[config.mk]
export PLATFORM = sky130hd
export DESIGN_NAME = alu_mdu_sequencer
export DESIGN_NICKNAME = d
export VERILOG_FILES = /design/src/rtl/alu_mdu_sequencer.sv
export SDC_FILE = /design/constraint.sdc
export NUM_CORES = 1
export LEC_CHECK = 0
export BUFFER_PORTS_ARGS = -buffer_cell sky130_fd_sc_hd__buf_2
export CAP_MARGIN = 5
export CORE_ASPECT_RATIO = 0.6
export CORE_UTILIZATION = 50
export DETAILED_ROUTE_END_ITERATION = 10
export GPL_TIMING_DRIVEN = 1
export PLACE_DENSITY = 0.69
export SLEW_MARGIN = 20
export SYNTH_ARGS = -nofsm -noshare
export SYNTH_HDL_FRONTEND = slang
export SYNTH_SLANG_ARGS = --single-unit
[constraint.sdc]
create_clock -name clk -period 9.3 [get_ports clk]
set_clock_uncertainty 0.2 [all_clocks]
set_input_delay 0 -clock clk [delete_from_list [all_inputs] [get_ports clk]]
set_output_delay 0 -clock clk [all_outputs]
set_load 0.01 [all_outputs]
[src/rtl/alu_mdu_sequencer.sv]
// ALU control decoder plus executor with a multicycle unsigned multiply/divide unit.
// Single-cycle ops complete one cycle after accept; MULT/DIV iterate WIDTH cycles into HI/LO.
module alu_mdu_sequencer #(
  parameter int WIDTH = 32
) (
  input  logic             clk,
  input  logic             rst,
  input  logic             start,
  input  logic [1:0]       ALUOP,
  input  logic [5:0]       Function,
  input  logic [WIDTH-1:0] A,
  input  logic [WIDTH-1:0] B,
  output logic [3:0]       ALUS,
  output logic [WIDTH-1:0] result,
  output logic [WIDTH-1:0] HI,
  output logic [WIDTH-1:0] LO,
  output logic             busy,
  output logic             done,
  output logic             illegal
);

  localparam int CW = $clog2(WIDTH) + 1;

  typedef enum logic [1:0] {IDLE, MUL, DIV} state_t;

  state_t           state_reg, state_next;
  logic [CW-1:0]    cnt_reg;
  logic [WIDTH:0]   hi_work_reg;
  logic [WIDTH-1:0] lo_work_reg;
  logic [WIDTH-1:0] opb_reg;

  logic [3:0]       dec_alus;
  logic             dec_illegal;
  logic [WIDTH-1:0] alu_res;
  logic             accept, is_mult, is_div, div_zero, last_iter;

  logic [WIDTH-1:0] mul_add;
  logic [WIDTH:0]   mul_sum, mul_hi_next, div_shift, div_diff, div_hi_next;
  logic [WIDTH-1:0] mul_lo_next, div_lo_next;
  logic             div_ok;

  always_comb begin
    dec_alus    = 4'b1110;
    dec_illegal = 1'b1;
    case (ALUOP)
      2'b00: begin dec_alus = 4'b0010; dec_illegal = 1'b0; end
      2'b01: begin dec_alus = 4'b0110; dec_illegal = 1'b0; end
      2'b10: begin
        dec_illegal = 1'b0;
        case (Function)
          6'b100000: dec_alus = 4'b0010;
          6'b100010: dec_alus = 4'b0110;
          6'b100101: dec_alus = 4'b0001;
          6'b100100: dec_alus = 4'b0000;
          6'b101010: dec_alus = 4'b0111;
          6'b011000: dec_alus = 4'b0101;
          6'b011010: dec_alus = 4'b1000;
          6'b000000: dec_alus = 4'b1111;
          default: begin dec_alus = 4'b1110; dec_illegal = 1'b1; end
        endcase
      end
      default: begin dec_alus = 4'b1110; dec_illegal = 1'b1; end
    endcase
  end

  always_comb begin
    alu_res = '0;
    case (dec_alus)
      4'b0010: alu_res = A + B;
      4'b0110: alu_res = A - B;
      4'b0001: alu_res = A | B;
      4'b0000: alu_res = A & B;
      4'b0111: alu_res = {{(WIDTH-1){1'b0}}, ($signed(A) < $signed(B))};
      default: alu_res = '0;
    endcase
  end

  assign accept    = start && (state_reg == IDLE);
  assign is_mult   = (dec_alus == 4'b0101);
  assign is_div    = (dec_alus == 4'b1000);
  assign div_zero  = is_div && (B == '0);
  assign last_iter = (cnt_reg == CW'(WIDTH - 1));
  assign busy      = (state_reg != IDLE);

  // Shift-add multiply: hi_work accumulates, lo_work holds the multiplier and collects product LSBs.
  assign mul_add     = lo_work_reg[0] ? opb_reg : '0;
  assign mul_sum     = hi_work_reg + {1'b0, mul_add};
  assign mul_hi_next = {1'b0, mul_sum[WIDTH:1]};
  assign mul_lo_next = {mul_sum[0], lo_work_reg[WIDTH-1:1]};

  // Restoring divide: hi_work is the partial remainder, lo_work shifts dividend out and quotient in.
  assign div_shift   = {hi_work_reg[WIDTH-1:0], lo_work_reg[WIDTH-1]};
  assign div_diff    = div_shift - {1'b0, opb_reg};
  assign div_ok      = ~div_diff[WIDTH];
  assign div_hi_next = div_ok ? div_diff : div_shift;
  assign div_lo_next = {lo_work_reg[WIDTH-2:0], div_ok};

  always_ff @(posedge clk) begin
    if (rst) state_reg <= IDLE;
    else     state_reg <= state_next;
  end

  always_comb begin
    state_next = state_reg;
    case (state_reg)
      IDLE: begin
        if (accept && is_mult)                 state_next = MUL;
        else if (accept && is_div && !div_zero) state_next = DIV;
      end
      MUL, DIV: if (last_iter) state_next = IDLE;
      default: state_next = IDLE;
    endcase
  end

  always_ff @(posedge clk) begin
    if (rst) begin
      ALUS        <= '0;
      result      <= '0;
      HI          <= '0;
      LO          <= '0;
      done        <= 1'b0;
      illegal     <= 1'b0;
      cnt_reg     <= '0;
      hi_work_reg <= '0;
      lo_work_reg <= '0;
      opb_reg     <= '0;
    end else begin
      done <= 1'b0;
      case (state_reg)
        IDLE: if (accept) begin
          ALUS        <= dec_alus;
          illegal     <= 1'b0;
          cnt_reg     <= '0;
          hi_work_reg <= '0;
          lo_work_reg <= A;
          opb_reg     <= B;
          if (div_zero) begin
            HI      <= A;
            LO      <= '1;
            result  <= '1;
            illegal <= 1'b1;
            done    <= 1'b1;
          end else if (!is_mult && !is_div) begin
            result  <= alu_res;
            illegal <= dec_illegal;
            done    <= 1'b1;
          end
        end
        MUL: begin
          cnt_reg     <= cnt_reg + CW'(1);
          hi_work_reg <= mul_hi_next;
          lo_work_reg <= mul_lo_next;
          if (last_iter) begin
            HI     <= mul_hi_next[WIDTH-1:0];
            LO     <= mul_lo_next;
            result <= mul_lo_next;
            done   <= 1'b1;
          end
        end
        DIV: begin
          cnt_reg     <= cnt_reg + CW'(1);
          hi_work_reg <= div_hi_next;
          lo_work_reg <= div_lo_next;
          if (last_iter) begin
            HI     <= div_hi_next[WIDTH-1:0];
            LO     <= div_lo_next;
            result <= div_lo_next;
            done   <= 1'b1;
          end
        end
        default: ;
      endcase
    end
  end

endmodule

==> impl_metrics.env <==
export IMPL_synthArstFlopShare_pct=0
export IMPL_drive_gt1_share_pct=11.8
export IMPL_drv_slew=0
export IMPL_htreeDepth=1
export IMPL_syn_avg_cell_area_sq_um=7.42
export IMPL_cap_violations=0
export IMPL_reg2reg_slack_ns=3.68
export IMPL_diodes=0
export IMPL_hp_start="Function[3]"
export IMPL_num_rows=52
export IMPL_hold_depth=6
export IMPL_first_global_vias=17558
export IMPL_route_detailed_drc=0
export IMPL_synthesis_instances=2330
export IMPL_port_buffers=177
export IMPL_cts_root_buf="clkbuf_16"
export IMPL_synthTopCellsByArea="dfxtp_1 (24%), ha_1 (12%), a21oi_1 (7.4%)"
export IMPL_ys_warn_count=0
export IMPL_rsz0062_at_grt="no"
export IMPL_start_util_pct=51.0
export IMPL_finalSetupViolCount=0
export IMPL_ys_types=93
export IMPL_synthFlopType="dfxtp_1"
export IMPL_place_ws_ns=3.83
export IMPL_worst_ir_drop_vdd_v=0.000120
export IMPL_die_w_um=242
export IMPL_p_per_area_mw_per_mm2=122
export IMPL_cts_tree="built"
export IMPL_io_pins=178
export IMPL_synth_top_cell_area_share_pct=24.0
export IMPL_crit_path_end_kind="register"
export IMPL_p_leak_nw=8.64
export IMPL_vias=19065
export IMPL_yosys_area_top_type="dfxtp_1"
export IMPL_path_clk_slew_ns=0.06
export IMPL_maxSlewHeadroom_pct=26.1
export IMPL_tightest_slew_ns=1.10
export IMPL_place_gp_congestion=0.990
export IMPL_layout_cells_non_filler=2949
export IMPL_avgRoutedWirePerCell_um=22.7
export IMPL_setup_slack_ns=3.68
export IMPL_crit_fanout=26
export IMPL_critical_path_class="register to register"
export IMPL_synth_seq_area_share_pct=24.0
export IMPL_fin_crit_ns=5.62
export IMPL_whs_ns=0.0203
export IMPL_rr_worst_depth=21
export IMPL_chipHeight_um=146
export IMPL_synthToLayoutAreaGrowth_pct=15.1
export IMPL_first_pass_iters=6
export IMPL_holdPathEnd="state_reg[0]"
export IMPL_syn_num_nets=2575
export IMPL_die_area_sq_mm=0.0354
export IMPL_clock_latency_ns=0.54
export IMPL_gr_usage_all_layers_pct=36.6
export IMPL_cts_sinks=207
export IMPL_drtAntennaViolNets=0
export IMPL_postCtsResizedCells=0
export IMPL_fin_tns_setup_ns=0
export IMPL_synth_area_sq_mm=0.0173
export IMPL_reg2reg_to="HI[15]"
export IMPL_synth_edff_count=0
export IMPL_place_inst=2829
export IMPL_max_freq_mhz=178
export IMPL_min_path_type="primary input to register"
export IMPL_hold_violations=0
export IMPL_status="finished clean"
export IMPL_place_hpwl_mm=49.3
export IMPL_core_area_sq_mm=0.0339
export IMPL_critPathMaxStageDelay_ns=0.69
export IMPL_grt_pass1_wl_mm=102
export IMPL_utilization_pct=58.7
export IMPL_wirelength_mm=67.0
export IMPL_gr_total_overflow=0
export IMPL_layout_nets=2721
export IMPL_grt_max_degree=86
export IMPL_ys_seq_elements=207
export IMPL_crit_required_ns=9.58
export IMPL_r2r_start="lo_work_reg[31]"
export IMPL_fin_crit_sh_pct=60.4
export IMPL_cts_buffers_inserted=23
export IMPL_arrival_ns=5.90
export IMPL_largest_reg_flops=33
export IMPL_startpoint_type="register"
export IMPL_cts_buffer_depth=3
export IMPL_slowest_stage="and2_1"
export IMPL_drt_iter0_drc=2105
export IMPL_path_cells="inv_1, ha_1, inv_1, fa_1, a211oi_2, o211a_1, o311a_2, nor2_4, a41oi_4, o22ai_1, o21a_1, o21ai_0, a21oi_1, ha_1, buf_4, and2_1, nand3b_1, o211ai_1, a21oi_1, a2111oi_0, a31o_2"
export IMPL_antenna_found_initial=1
export IMPL_via_per_inst=6.46
[critical path, delay by kind of cell (launching register included)]
family                   cells  cell delay, ns
AND/OR/NAND/NOR              3            0.88
AO/OA/AOI/OAI               12            2.73
adder cells (fa/ha/maj)      3            0.92
buffers and inverters        3            0.48
flip-flops                   1            0.35
[per-stage QoR]
stage          power [mW]  area [sq um]
2_1_floorplan        1.32         17300
5_1_grt              2.52         19900
3_3_place_gp         1.48         18400
4_1_cts              2.41         19900
3_5_place_dp         1.49         18400
6_report             2.43         19900
[Yosys cell counts (29+ instances only)]
cell	instances
xnor2_1	50
and2_1	42
a211oi_1	63
clkbuf_1	117
o21bai_1	29
nor3_1	59
nand3_1	57
dfxtp_1	207
a21oi_1	254
ha_1	166
a221oi_1	49
a21o_1	43
nand2_1	209
o21ai_0	117
nor2_1	227
inv_1	148
[cell type report]
type	instances	area [sq um]
clock buffers	31	636
clock inverters	8	82.6
fillers	3202	14000
inverters	150	563
multi-input cells	1811	12000
flip-flops and latches	207	4140
well taps	459	574
repair buffers	283	1890
[where the power goes]
part	internal (mW)	switching, mW
Clock	0.508	0.404
Combinational	0.220	0.366
Sequential	0.915	0.0230
Total	1.64	0.792
[what timing repair did]
action | 4_1_cts | 5_1_grt
buffers inserted | 0 | 0
hold buffers | 81 | 0
hold endpoints to repair | 114 | 0
[worst max-delay path by stage]
| stage | from | endpoint | slack (ns) | depth (start not counted) |
|---|---|---|---|---|
| finish | lo_work_reg[31] | HI[15] | 3.68 | 21 |
| global route | lo_work_reg[31] | HI[15] | 3.33 | 21 |
| CTS | lo_work_reg[31] | HI[15] | 3.79 | 21 |
| detailed placement | lo_work_reg[31] | HI[15] | 3.83 | 21 |
| global placement | lo_work_reg[31] | HI[15] | 3.96 | 21 |
| floorplan | lo_work_reg[31] | hi_work_reg[21] | 4.64 | 20 |
[per-layer routing]
metal	track usage, %	part of all wire (%)
met1	53.2	45
met2	55.1	42
met3	6.45	10
met4	10.5	3.1
met5	0	0.019
[cell families (layout without fill, tap and decap cells)]
| group | Yosys count | after routing | share of synthesized area, % |
|---|---|---|---|
| compound gates | 811 | 811 | 31.7 |
| xor+xnor | 78 | 78 | 3.95 |
| fa+ha+maj | 170 | 170 | 12.5 |
| buf+inv | 312 | 472 | 7.01 |
| flops | 207 | 207 | 24.0 |
| mux | 20 | 20 | 1.24 |
| simple gates | 732 | 732 | 19.7 |
[cells in the final DEF, fill, tap and decap left out, types with 50 or more instances in the layout]
cell	netlist	final
a21oi_1	254	251
nor2_1	227	226
nand2_1	209	209
dfxtp_1	207	207
buf_2	24	176
ha_1	166	163
inv_1	148	147
o21ai_0	117	117
dlygate4sd3_1	0	81
a211oi_1	63	63
nor3_1	59	59
nand3_1	57	57
xnor2_1	50	50
(Power assumes the default switching activity.)
